--- src/rtl/datapath_mc_if.sv ---
// Operation, status and debug bus between the decoder/controller and the
// multi-cycle datapath.
interface datapath_mc_if #(
  parameter int W  = 16,
  parameter int AW = 3
);
  logic          op_valid;
  logic          op_ready;
  logic [1:0]    alu_op;
  logic [1:0]    shift;
  logic [AW-1:0] rn;
  logic [AW-1:0] rm;
  logic [AW-1:0] rd;
  logic [1:0]    wsrc;
  logic          wr_en;
  logic          zero_a;
  logic          use_imm;
  logic          set_flags;
  logic [4:0]    imm5;
  logic [7:0]    imm8;
  logic [W-1:0]  mdata;
  logic [8:0]    pc;
  logic [W-1:0]  result;
  logic [2:0]    flags;
  logic          done;
  logic [AW-1:0] dbg_addr;
  logic [W-1:0]  dbg_data;

  modport master (
    output op_valid, alu_op, shift, rn, rm, rd, wsrc, wr_en, zero_a,
           use_imm, set_flags, imm5, imm8, mdata, pc, dbg_addr,
    input  op_ready, result, flags, done, dbg_data
  );

  modport slave (
    input  op_valid, alu_op, shift, rn, rm, rd, wsrc, wr_en, zero_a,
           use_imm, set_flags, imm5, imm8, mdata, pc, dbg_addr,
    output op_ready, result, flags, done, dbg_data
  );
endinterface

--- src/rtl/datapath_mc.sv ---
// Multi-cycle register-file/ALU datapath: one op per handshake, sequenced
// through read A, read B, execute and write-back.
module datapath_mc #(
  parameter int W  = 16,
  parameter int AW = 3
) (
  input  logic         clk,
  input  logic         rst_n,
  datapath_mc_if.slave bus
);
  localparam int NREG = 2 ** AW;

  typedef enum logic [2:0] {IDLE, LDA, LDB, EXE, WB} state_t;

  state_t state, state_nxt;

  logic [W-1:0]  regs [NREG];
  logic [W-1:0]  a_q, b_q, result_q;
  logic [2:0]    flags_q;

  logic [1:0]    alu_op_q, shift_q, wsrc_q;
  logic [AW-1:0] rn_q, rm_q, rd_q;
  logic          wr_en_q, zero_a_q, use_imm_q, set_flags_q;
  logic [4:0]    imm5_q;
  logic [7:0]    imm8_q;
  logic [W-1:0]  mdata_q;
  logic [8:0]    pc_q;

  logic          accept;
  logic [W-1:0]  b_shift, a_in, b_in, alu_out, wb_data;
  logic          alu_v;

  assign bus.op_ready = (state == IDLE);
  assign bus.done     = (state == WB);
  assign bus.result   = result_q;
  assign bus.flags    = flags_q;
  assign bus.dbg_data = regs[bus.dbg_addr];
  assign accept       = bus.op_valid && (state == IDLE);

  always_ff @(posedge clk or negedge rst_n) begin
    if (!rst_n) state <= IDLE;
    else        state <= state_nxt;
  end

  // Direct write-back sources skip the operand reads and the ALU entirely.
  always_comb begin
    state_nxt = state;
    case (state)
      IDLE:    if (accept) state_nxt = (bus.wsrc == 2'b00) ? LDA : WB;
      LDA:     state_nxt = LDB;
      LDB:     state_nxt = EXE;
      EXE:     state_nxt = WB;
      WB:      state_nxt = IDLE;
      default: state_nxt = IDLE;
    endcase
  end

  always_comb begin
    b_shift = b_q;
    case (shift_q)
      2'b01:   b_shift = {b_q[W-2:0], 1'b0};
      2'b10:   b_shift = {1'b0, b_q[W-1:1]};
      2'b11:   b_shift = {b_q[W-1], b_q[W-1:1]};
      default: b_shift = b_q;
    endcase
    a_in    = zero_a_q ? '0 : a_q;
    b_in    = use_imm_q ? {{(W-5){imm5_q[4]}}, imm5_q} : b_shift;
    alu_out = '0;
    alu_v   = 1'b0;
    case (alu_op_q)
      2'b00: begin
        alu_out = a_in + b_in;
        alu_v   = (a_in[W-1] == b_in[W-1]) && (alu_out[W-1] != a_in[W-1]);
      end
      2'b01: begin
        alu_out = a_in - b_in;
        alu_v   = (a_in[W-1] != b_in[W-1]) && (alu_out[W-1] != a_in[W-1]);
      end
      2'b10:   alu_out = a_in & b_in;
      default: alu_out = ~b_in;
    endcase
  end

  always_comb begin
    wb_data = result_q;
    case (wsrc_q)
      2'b01:   wb_data = mdata_q;
      2'b10:   wb_data = W'($signed(imm8_q));
      2'b11:   wb_data = W'(pc_q);
      default: wb_data = result_q;
    endcase
  end

  always_ff @(posedge clk or negedge rst_n) begin
    if (!rst_n) begin
      for (int i = 0; i < NREG; i++) regs[i] <= '0;
      a_q         <= '0;
      b_q         <= '0;
      result_q    <= '0;
      flags_q     <= '0;
      alu_op_q    <= '0;
      shift_q     <= '0;
      wsrc_q      <= '0;
      rn_q        <= '0;
      rm_q        <= '0;
      rd_q        <= '0;
      wr_en_q     <= 1'b0;
      zero_a_q    <= 1'b0;
      use_imm_q   <= 1'b0;
      set_flags_q <= 1'b0;
      imm5_q      <= '0;
      imm8_q      <= '0;
      mdata_q     <= '0;
      pc_q        <= '0;
    end else begin
      if (accept) begin
        alu_op_q    <= bus.alu_op;
        shift_q     <= bus.shift;
        wsrc_q      <= bus.wsrc;
        rn_q        <= bus.rn;
        rm_q        <= bus.rm;
        rd_q        <= bus.rd;
        wr_en_q     <= bus.wr_en;
        zero_a_q    <= bus.zero_a;
        use_imm_q   <= bus.use_imm;
        set_flags_q <= bus.set_flags;
        imm5_q      <= bus.imm5;
        imm8_q      <= bus.imm8;
        mdata_q     <= bus.mdata;
        pc_q        <= bus.pc;
      end
      case (state)
        LDA: a_q <= regs[rn_q];
        LDB: b_q <= regs[rm_q];
        EXE: begin
          result_q <= alu_out;
          if (set_flags_q) flags_q <= {(alu_out == '0), alu_v, alu_out[W-1]};
        end
        WB:  if (wr_en_q) regs[rd_q] <= wb_data;
        default: ;
      endcase
    end
  end
endmodule

--- src/flat_wrapper.sv ---
// flat-port wrapper written by rule: the top's interface ports become plain ports
module datapath_mc_flat 
#(
  parameter int W  = 16,
  parameter int AW = 3
)
  (clk, rst_n, bus_op_valid, bus_alu_op, bus_shift, bus_rn, bus_rm, bus_rd, bus_wsrc, bus_wr_en, bus_zero_a, bus_use_imm, bus_set_flags, bus_imm5, bus_imm8, bus_mdata, bus_pc, bus_dbg_addr, bus_op_ready, bus_result, bus_flags, bus_done, bus_dbg_data);
  datapath_mc_if #(.W(W), .AW(AW)) bus_i ();
  input  logic clk;
  input  logic rst_n;
  input wire logic [$bits(bus_i.op_valid)-1:0] bus_op_valid;
  input wire logic [$bits(bus_i.alu_op)-1:0] bus_alu_op;
  input wire logic [$bits(bus_i.shift)-1:0] bus_shift;
  input wire logic [$bits(bus_i.rn)-1:0] bus_rn;
  input wire logic [$bits(bus_i.rm)-1:0] bus_rm;
  input wire logic [$bits(bus_i.rd)-1:0] bus_rd;
  input wire logic [$bits(bus_i.wsrc)-1:0] bus_wsrc;
  input wire logic [$bits(bus_i.wr_en)-1:0] bus_wr_en;
  input wire logic [$bits(bus_i.zero_a)-1:0] bus_zero_a;
  input wire logic [$bits(bus_i.use_imm)-1:0] bus_use_imm;
  input wire logic [$bits(bus_i.set_flags)-1:0] bus_set_flags;
  input wire logic [$bits(bus_i.imm5)-1:0] bus_imm5;
  input wire logic [$bits(bus_i.imm8)-1:0] bus_imm8;
  input wire logic [$bits(bus_i.mdata)-1:0] bus_mdata;
  input wire logic [$bits(bus_i.pc)-1:0] bus_pc;
  input wire logic [$bits(bus_i.dbg_addr)-1:0] bus_dbg_addr;
  output wire logic [$bits(bus_i.op_ready)-1:0] bus_op_ready;
  output wire logic [$bits(bus_i.result)-1:0] bus_result;
  output wire logic [$bits(bus_i.flags)-1:0] bus_flags;
  output wire logic [$bits(bus_i.done)-1:0] bus_done;
  output wire logic [$bits(bus_i.dbg_data)-1:0] bus_dbg_data;
  assign bus_i.op_valid = bus_op_valid;
  assign bus_i.alu_op = bus_alu_op;
  assign bus_i.shift = bus_shift;
  assign bus_i.rn = bus_rn;
  assign bus_i.rm = bus_rm;
  assign bus_i.rd = bus_rd;
  assign bus_i.wsrc = bus_wsrc;
  assign bus_i.wr_en = bus_wr_en;
  assign bus_i.zero_a = bus_zero_a;
  assign bus_i.use_imm = bus_use_imm;
  assign bus_i.set_flags = bus_set_flags;
  assign bus_i.imm5 = bus_imm5;
  assign bus_i.imm8 = bus_imm8;
  assign bus_i.mdata = bus_mdata;
  assign bus_i.pc = bus_pc;
  assign bus_i.dbg_addr = bus_dbg_addr;
  assign bus_op_ready = bus_i.op_ready;
  assign bus_result = bus_i.result;
  assign bus_flags = bus_i.flags;
  assign bus_done = bus_i.done;
  assign bus_dbg_data = bus_i.dbg_data;
  datapath_mc #(.W(W), .AW(AW)) u_core (.clk(clk), .rst_n(rst_n), .bus(bus_i));
endmodule
--- config.mk ---
export PLATFORM = sky130hd
export DESIGN_NAME = datapath_mc_flat
export DESIGN_NICKNAME = d
export VERILOG_FILES = /design/src/rtl/datapath_mc_if.sv /design/src/rtl/datapath_mc.sv /design/src/flat_wrapper.sv
export SDC_FILE = /design/constraint.sdc
export NUM_CORES = 1
export LEC_CHECK = 0
export CAP_MARGIN = 0
export CORE_ASPECT_RATIO = 1.1
export CORE_MARGIN = 5
export CORE_UTILIZATION = 45
export DETAILED_ROUTE_END_ITERATION = 8
export MAX_ROUTING_LAYER = met4
export PLACE_DENSITY = 0.65
export SYNTH_ARGS = -nofsm -noshare
export SYNTH_HDL_FRONTEND = slang
export SYNTH_SLANG_ARGS = --single-unit
--- constraint.sdc ---
create_clock -name clk -period 4.7 [get_ports clk]
set_input_delay 0.94 -clock clk [delete_from_list [all_inputs] [get_ports clk]]
set_output_delay 0.94 -clock clk [all_outputs]
set_load 0.02 [all_outputs]
# [Word level (Yosys, flattened, before mapping)]
# Index checks and enable logic that the tools add are counted.
[op_classes] order_cmp=5 eq_ne=17 addsub=2 n_bitwise=6 muxes=21 reduce_logical=10
[ops] cell="16-bit binary-select mux with 3-bit select" n=3
[ops] cell="16-bit two-way mux" n=9
[ops] cell="16-bit case mux with 3 select lines" n=3
[ops] cell="128-bit bitwise mux" n=1
[ops] cell="16-bit demux with 3-bit select" n=1
[ops] cell="16-bit adder" n=1
[ops] cell="16-bit AND" n=1
[ops] cell="4-bit greater-or-equal comparator (second input constant)" n=4
[ops] cell="16-bit zero test" n=1
[ops] cell="16-bit inverter" n=1
[ops] cell="3-bit inverter with 4-bit output" n=4
[ops] cell="16-bit subtractor" n=1
[ops] cell="3-bit case mux with 4 select lines" n=1
[ops] cell="2-bit == test (second input constant)" n=5
[ops] cell="2-bit by 1-bit == test with 1-bit output (second input constant)" n=3
[ops] cell="3-bit by 2-bit == test with 1-bit output (second input constant)" n=2
[ops] cell="3-bit two-way mux" n=2
[ops] cell="1-bit logical AND" n=4
[ops] cell="2-bit zero test" n=2
[ops] cell="4-bit by 1-bit < comparator with 1-bit output (second input constant)" n=1
[ops] cell="2-bit AND reduction" n=2
[ops] cell="3-bit by 1-bit == test with 1-bit output (second input constant)" n=1
[ops] cell="3-bit == test (second input constant)" n=1
[ops] cell="3-bit zero test" n=1
[ops] cell="other kinds (4)" n=6
[word_totals] elab_cells=88 ff_bits=239 out_inout_bits=37 input_bits=63

# [Logic depth before layout (Yosys ltp)]
# Gate-level depths: netlist of run 1.
[depth] word_depth=7 depth_mapped=18 mapped_depth_nobuf=16

# [Worst setup path before layout of run 1]
# No wires, ideal clock.
[synth_path] path_type="register to register" start="register u_core.shift_q[1]" end="register u_core.flags_q[2], in the netlist u_core.bus.flags[2]" slack_ns=1.159 setup_ns=0.121 t_arrival_ns=3.419 path_stages_with_launch=18 period_less_slack_ns=3.541 required_ns=4.579 path_buffers=1 cell_sequence="dfrtp_1 > buf_2 > nor2_1 > a22oi_1 > o21ai_0 > ha_1 > inv_1 > fa_1 > nand2b_1 > a21oi_1 > o21ai_1 > o311a_1 > a32oi_1 > o31ai_1 > xor2_1 > a21oi_1 > and4bb_1 > a32o_2"
[synth_via] elab_chain_cells=6 elab_cells_between_ends=11 classes_between="2 x add/sub; 3 x eq/ne; 3 x mux; 2 x bitwise; 1 x reduce/logical"
[synth_lines] item="start, declared" line_no="datapath_mc.sv:21" source="logic [1:0] alu_op_q, shift_q, wsrc_q;"
[synth_lines] item="start signal, assigned" line_no="datapath_mc.sv:118" source="shift_q <= bus.shift;"
[synth_lines] item="2-bit == test or 2-bit by 1-bit == test with 1-bit output (tied branches)" line_no="datapath_mc.sv:60" source="case (shift_q)"
[synth_lines] item="16-bit case mux with 3 select lines *" line_no="datapath_mc.sv:60"
[synth_lines] item="16-bit two-way mux *" line_no="datapath_mc.sv:67" source="b_in = use_imm_q ? {{(W-5){imm5_q[4]}}, imm5_q} : b_shift;"
[synth_lines] item="16-bit subtractor, or another cell as far along" line_no="datapath_mc.sv:76" source="alu_out = a_in - b_in;"
[synth_lines] item="16-bit case mux with 3 select lines *" line_no="datapath_mc.sv:70" source="case (alu_op_q)"
[synth_lines] item="16-bit zero test *" line_no="datapath_mc.sv:137" source="if (set_flags_q) flags_q <= {(alu_out == '0), alu_v, alu_out[W-1]};"
[synth_lines] item="end signal, assigned" line_no="datapath_mc.sv:137"
[synth_lines] item="end, declared" line_no="datapath_mc.sv:19" source="logic [2:0] flags_q;"
# Every way passes the cells marked *; elsewhere a longest branch is shown, timed or not.
# A chain may end at the register's enable or synchronous reset.

# [Worst setup path after layout of run 1]
[layout_path] start="register u_core.shift_q[0]" end="register u_core.flags_q[2], in the netlist u_core.bus.flags[2]"
# Same word-level chain as after synthesis.

==> flow_metrics.py, run 1 <==
metrics = {
    "run_status": {
        "status": "finished, final reports clean",
    },
    "grt": {
        "grt_pass1_vias": 10318,
        "grt_pass1_wl_microns": 59800,
        "grt-ovfl-total": 0,
        "grt_start_max_net_pins": 109,
        "track_usage": 0.218,
        "antenna_found_initial": 2,
    },
    "floorplan": {
        "die_width_microns": 180,
        "initial_core_util": 0.455,
        "dieArea_sq_um": 35400,
        "ios": 100,
        "num_rows": 68,
        "die_h_microns": 197,
        "core_sq_um": 31300,
    },
    "synth": {
        "synth_top_family_by_area": "multiplexers",
        "synthTopCellsByArea": "dfrtp_1 (42%), mux4_2 (17%), mux2_2 (12%)",
        "synth_edf_count": 0,
        "synthesis.area_sq_um": 14300,
        "synth_xor_area_frac": 0.00921,
        "synthDistinctLibCells": 58,
        "yosysWarnings": 0,
        "synthFlopType": "dfrtp_1",
        "synth_cells": 1225,
        "synthArstFlopShare": 1.00,
        "synth_top_area_cell": "dfrtp_1",
        "synth_fa_ha_area_frac": 0.0309,
        "seq_area_frac_synth": 0.419,
        "synth-simple-area-share": 0.0848,
        "muxShareOfSynthArea": 0.325,
        "ys_ff_latch": 239,
        "synth_top_cell_area_share": 0.419,
        "syn_avg_cell_area_sq_um": 11.6,
        "synth-compound-area-share": 0.0963,
        "syn-num-nets": 1322,
    },
    "finish": {
        "drive_gt1_frac": 0.265,
        "fin_nets": 1393,
        "finalInstanceArea_sq_um": 16600,
        "area_growth_pct": 16.3,
    },
    "placement": {
        "dpl_cell_area_sq_um": 15700,
        "dpl.hpwl_microns": 26000,
        "gp_congestion": 0.920,
        "numPortBuffers": 99,
        "post-place-ws_ps": 605,
    },
    "sta": {
        "setup_ws_ps": 581,
        "finalMaxSlewViolations": 0,
        "finalCritPeriodShare": 0.876,
        "tightest_slew_ps": 1160,
        "fin_skew_ps": 14.5,
        "setup_viol": 0,
        "whs_ps": 327,
        "fmax_mhz": 243,
        "layout_min_cycle_time_ps": 4120,
        "tns_ps": 0,
        "final_hold_viol_count": 0,
        "rsz0062_at_grt": "no",
        "max_slew_margin": 0.227,
    },
    "setup_path": {
        "cp_common_cell": "a21oi_1",
        "crit_slowest_cell": "or4b_2",
        "cp_data_arrival_time_ps": 4610,
        "critPathKind": "flop to flop",
        "crit_fanout": 9,
        "crit_chain": "nor2_1, a22oi_1, o21ai_0, ha_1, inv_1, fa_1, nand2b_1, a21oi_1, o21ai_1, o21bai_1, a21oi_1, or4b_2, nand4b_1, nand4_1, and4bb_1, a32o_2",
        "critical-path-max-stage-delay_ps": 630,
        "start_kind": "flop",
        "cp-end-kind": "flop",
        "crit_buf_inv": 1,
        "critical-path-top-delay-family": "simple AND/OR/NAND/NOR gates",
        "required_ps": 5190,
    },
    "cts": {
        "numCtsBuffers": 27,
        "cts_resized": 0,
        "cts.sinks": 239,
        "cts-root-buf": "clkbuf_16",
        "post-cts-setup-buffer-count": 0,
        "path_clk_slew_ps": 60,
        "cts.htree.levels": 1,
        "cts_buffer_depth": 3,
        "cts_hold_buf": 0,
        "clkLatencyLatePin_ps": 550,
        "cts_tree": "done",
    },
    "drt": {
        "first_pass_iters": 5,
        "wl_microns": 37400,
        "wl_per_cell_microns": 21.5,
        "initialDrtViolationCount": 630,
        "via_per_inst": 5.78,
        "vias": 10045,
        "drtAntennaViolNets": 0,
        "route.detailed.drc": 0,
    },
    "power_and_ir_drop": {
        "peakVddDrop_mv": 0.537,
        "total_power_mw": 13.1,
        "powerDensity_nw_per_um2": 792,
        "p_leak_nw": 7.09,
    },
    "run": {
        "maxCapViolations": 0,
    },
    "min_path": {
        "hp-class": "primary input to asynchronous set/reset pin",
    },
}
## Yosys cell counts, types with 5 or more instances
| master | instances |
|---|---|
| nor2_1 | 97 |
| nor3_1 | 12 |
| nand2b_1 | 13 |
| a31oi_1 | 5 |
| inv_1 | 37 |
| o31ai_1 | 7 |
| xnor2_1 | 12 |
| dfrtp_1 | 239 |
| nand2_1 | 88 |
| mux2i_1 | 58 |
| buf_2 | 7 |
| a21oi_1 | 95 |
| o21ai_0 | 64 |
| nor2b_1 | 18 |
| nor3b_1 | 8 |
| ha_1 | 32 |
| nand3_1 | 8 |
| buf_1 | 19 |
| mux4_2 | 106 |
| a21o_1 | 6 |
| o21a_1 | 14 |
| clkbuf_1 | 61 |
| nand3b_1 | 6 |
| mux2_2 | 148 |
| a211oi_1 | 5 |
## cells in the final DEF (no fill, tap or decap), types with 12 or more instances in the layout
cell type	n
xnor2_1	12
mux2_2	148
nor2b_1	18
nor2_1	96
o21ai_0	64
clkbuf_16	27
o21a_1	14
inv_1	37
dfrtp_1	235
mux4_2	106
ha_1	32
a21oi_1	95
nand2b_1	13
mux2i_1	58
clkdlybuf4s50_1	97
buf_4	28
nand2_1	88
## power by group
group          internal, mW  switching (mW)  leakage, nW
registers              2.94            1.04         3.04
clock network          1.15           0.855        0.410
logic                  3.43            3.71         3.65
## worst register-to-register path, delay by kind of cell (launching register included)
kind	cells	cell delay, ps
and+or+nand+nor	6	1570
buffers and inverters	1	70
DFF	1	510
AOI/OAI and AO/OA	7	1180
adders and majority gates	2	720
## worst paths after layout
check	startpoint	endpoint	slack, ps	cells past startpoint
setup / recovery	u_core.shift_q[0]	u_core.bus.flags[2]	580	16
hold / removal	rst_n	u_core.regs[28]	330	1
setup reg to reg	u_core.shift_q[0]	u_core.bus.flags[2]	580	16
hold reg to reg	u_core.imm8_q[6]	u_core.imm8_q[6]	500	1
max in group asynchronous	rst_n	u_core.regs[38]	3420	2
min in group clk	u_core.imm8_q[6]	u_core.imm8_q[6]	500	1
## registers in the layout (all words and copies together) (netlist names), 3 cells and up
register / flops
u_core.bus.flags: 3
u_core.bus.result: 16
u_core.a_q: 16
u_core.imm5_q: 5
u_core.rm_q: 3
u_core.pc_q: 9
u_core.rd_q: 3
u_core.imm8_q: 8
u_core.state: 3
u_core.b_q: 16
u_core.mdata_q: 16
u_core.rn_q: 3
u_core.regs: 128
## cell type report
| class | count | area [sq um] |
|---|---|---|
| fillers | 2841 | 14700 |
| multi-input cells | 860 | 7820 |
| flip-flops and latches | 239 | 5990 |
| repair buffers | 130 | 1260 |
| clock buffers | 41 | 788 |
| well taps | 420 | 526 |
| inverters | 38 | 143 |
| clock inverters | 8 | 52.6 |
| diodes | 2 | 5.00 |
## metal layers
layer	share of wire	track usage
met1	0.44	0.293
met2	0.49	0.360
met3	0.049	0.0290
met4	0.019	0.0466
met5	0	-
## cell families after synthesis
| family | count (synthesis) |
|---|---|
| multiplexers | 312 |
| AND/OR/NAND/NOR | 266 |
| flip-flops | 239 |
| AO/OA/AOI/OAI | 233 |
| buffers and inverters | 126 |
| adder cells (fa/ha/maj) | 34 |
| XOR/XNOR | 15 |
## through the flow
| step | utilization | std cells |
|---|---|---|
| floorplan | - | 1225 |
| global placement | 0.503 | 1687 |
| detailed placement | 0.503 | 1687 |
| CTS | 0.529 | 1736 |
| global route | 0.530 | 1738 |
| finish | 0.530 | 1738 |
Power figures use the tool's default switching activity.
==> inputs of run 2 (changes only) <==
- CAP_MARGIN: 0 -> default
==> results of run 2 <==
No change in the layout: final DEF, timing and power equal those of run 1.
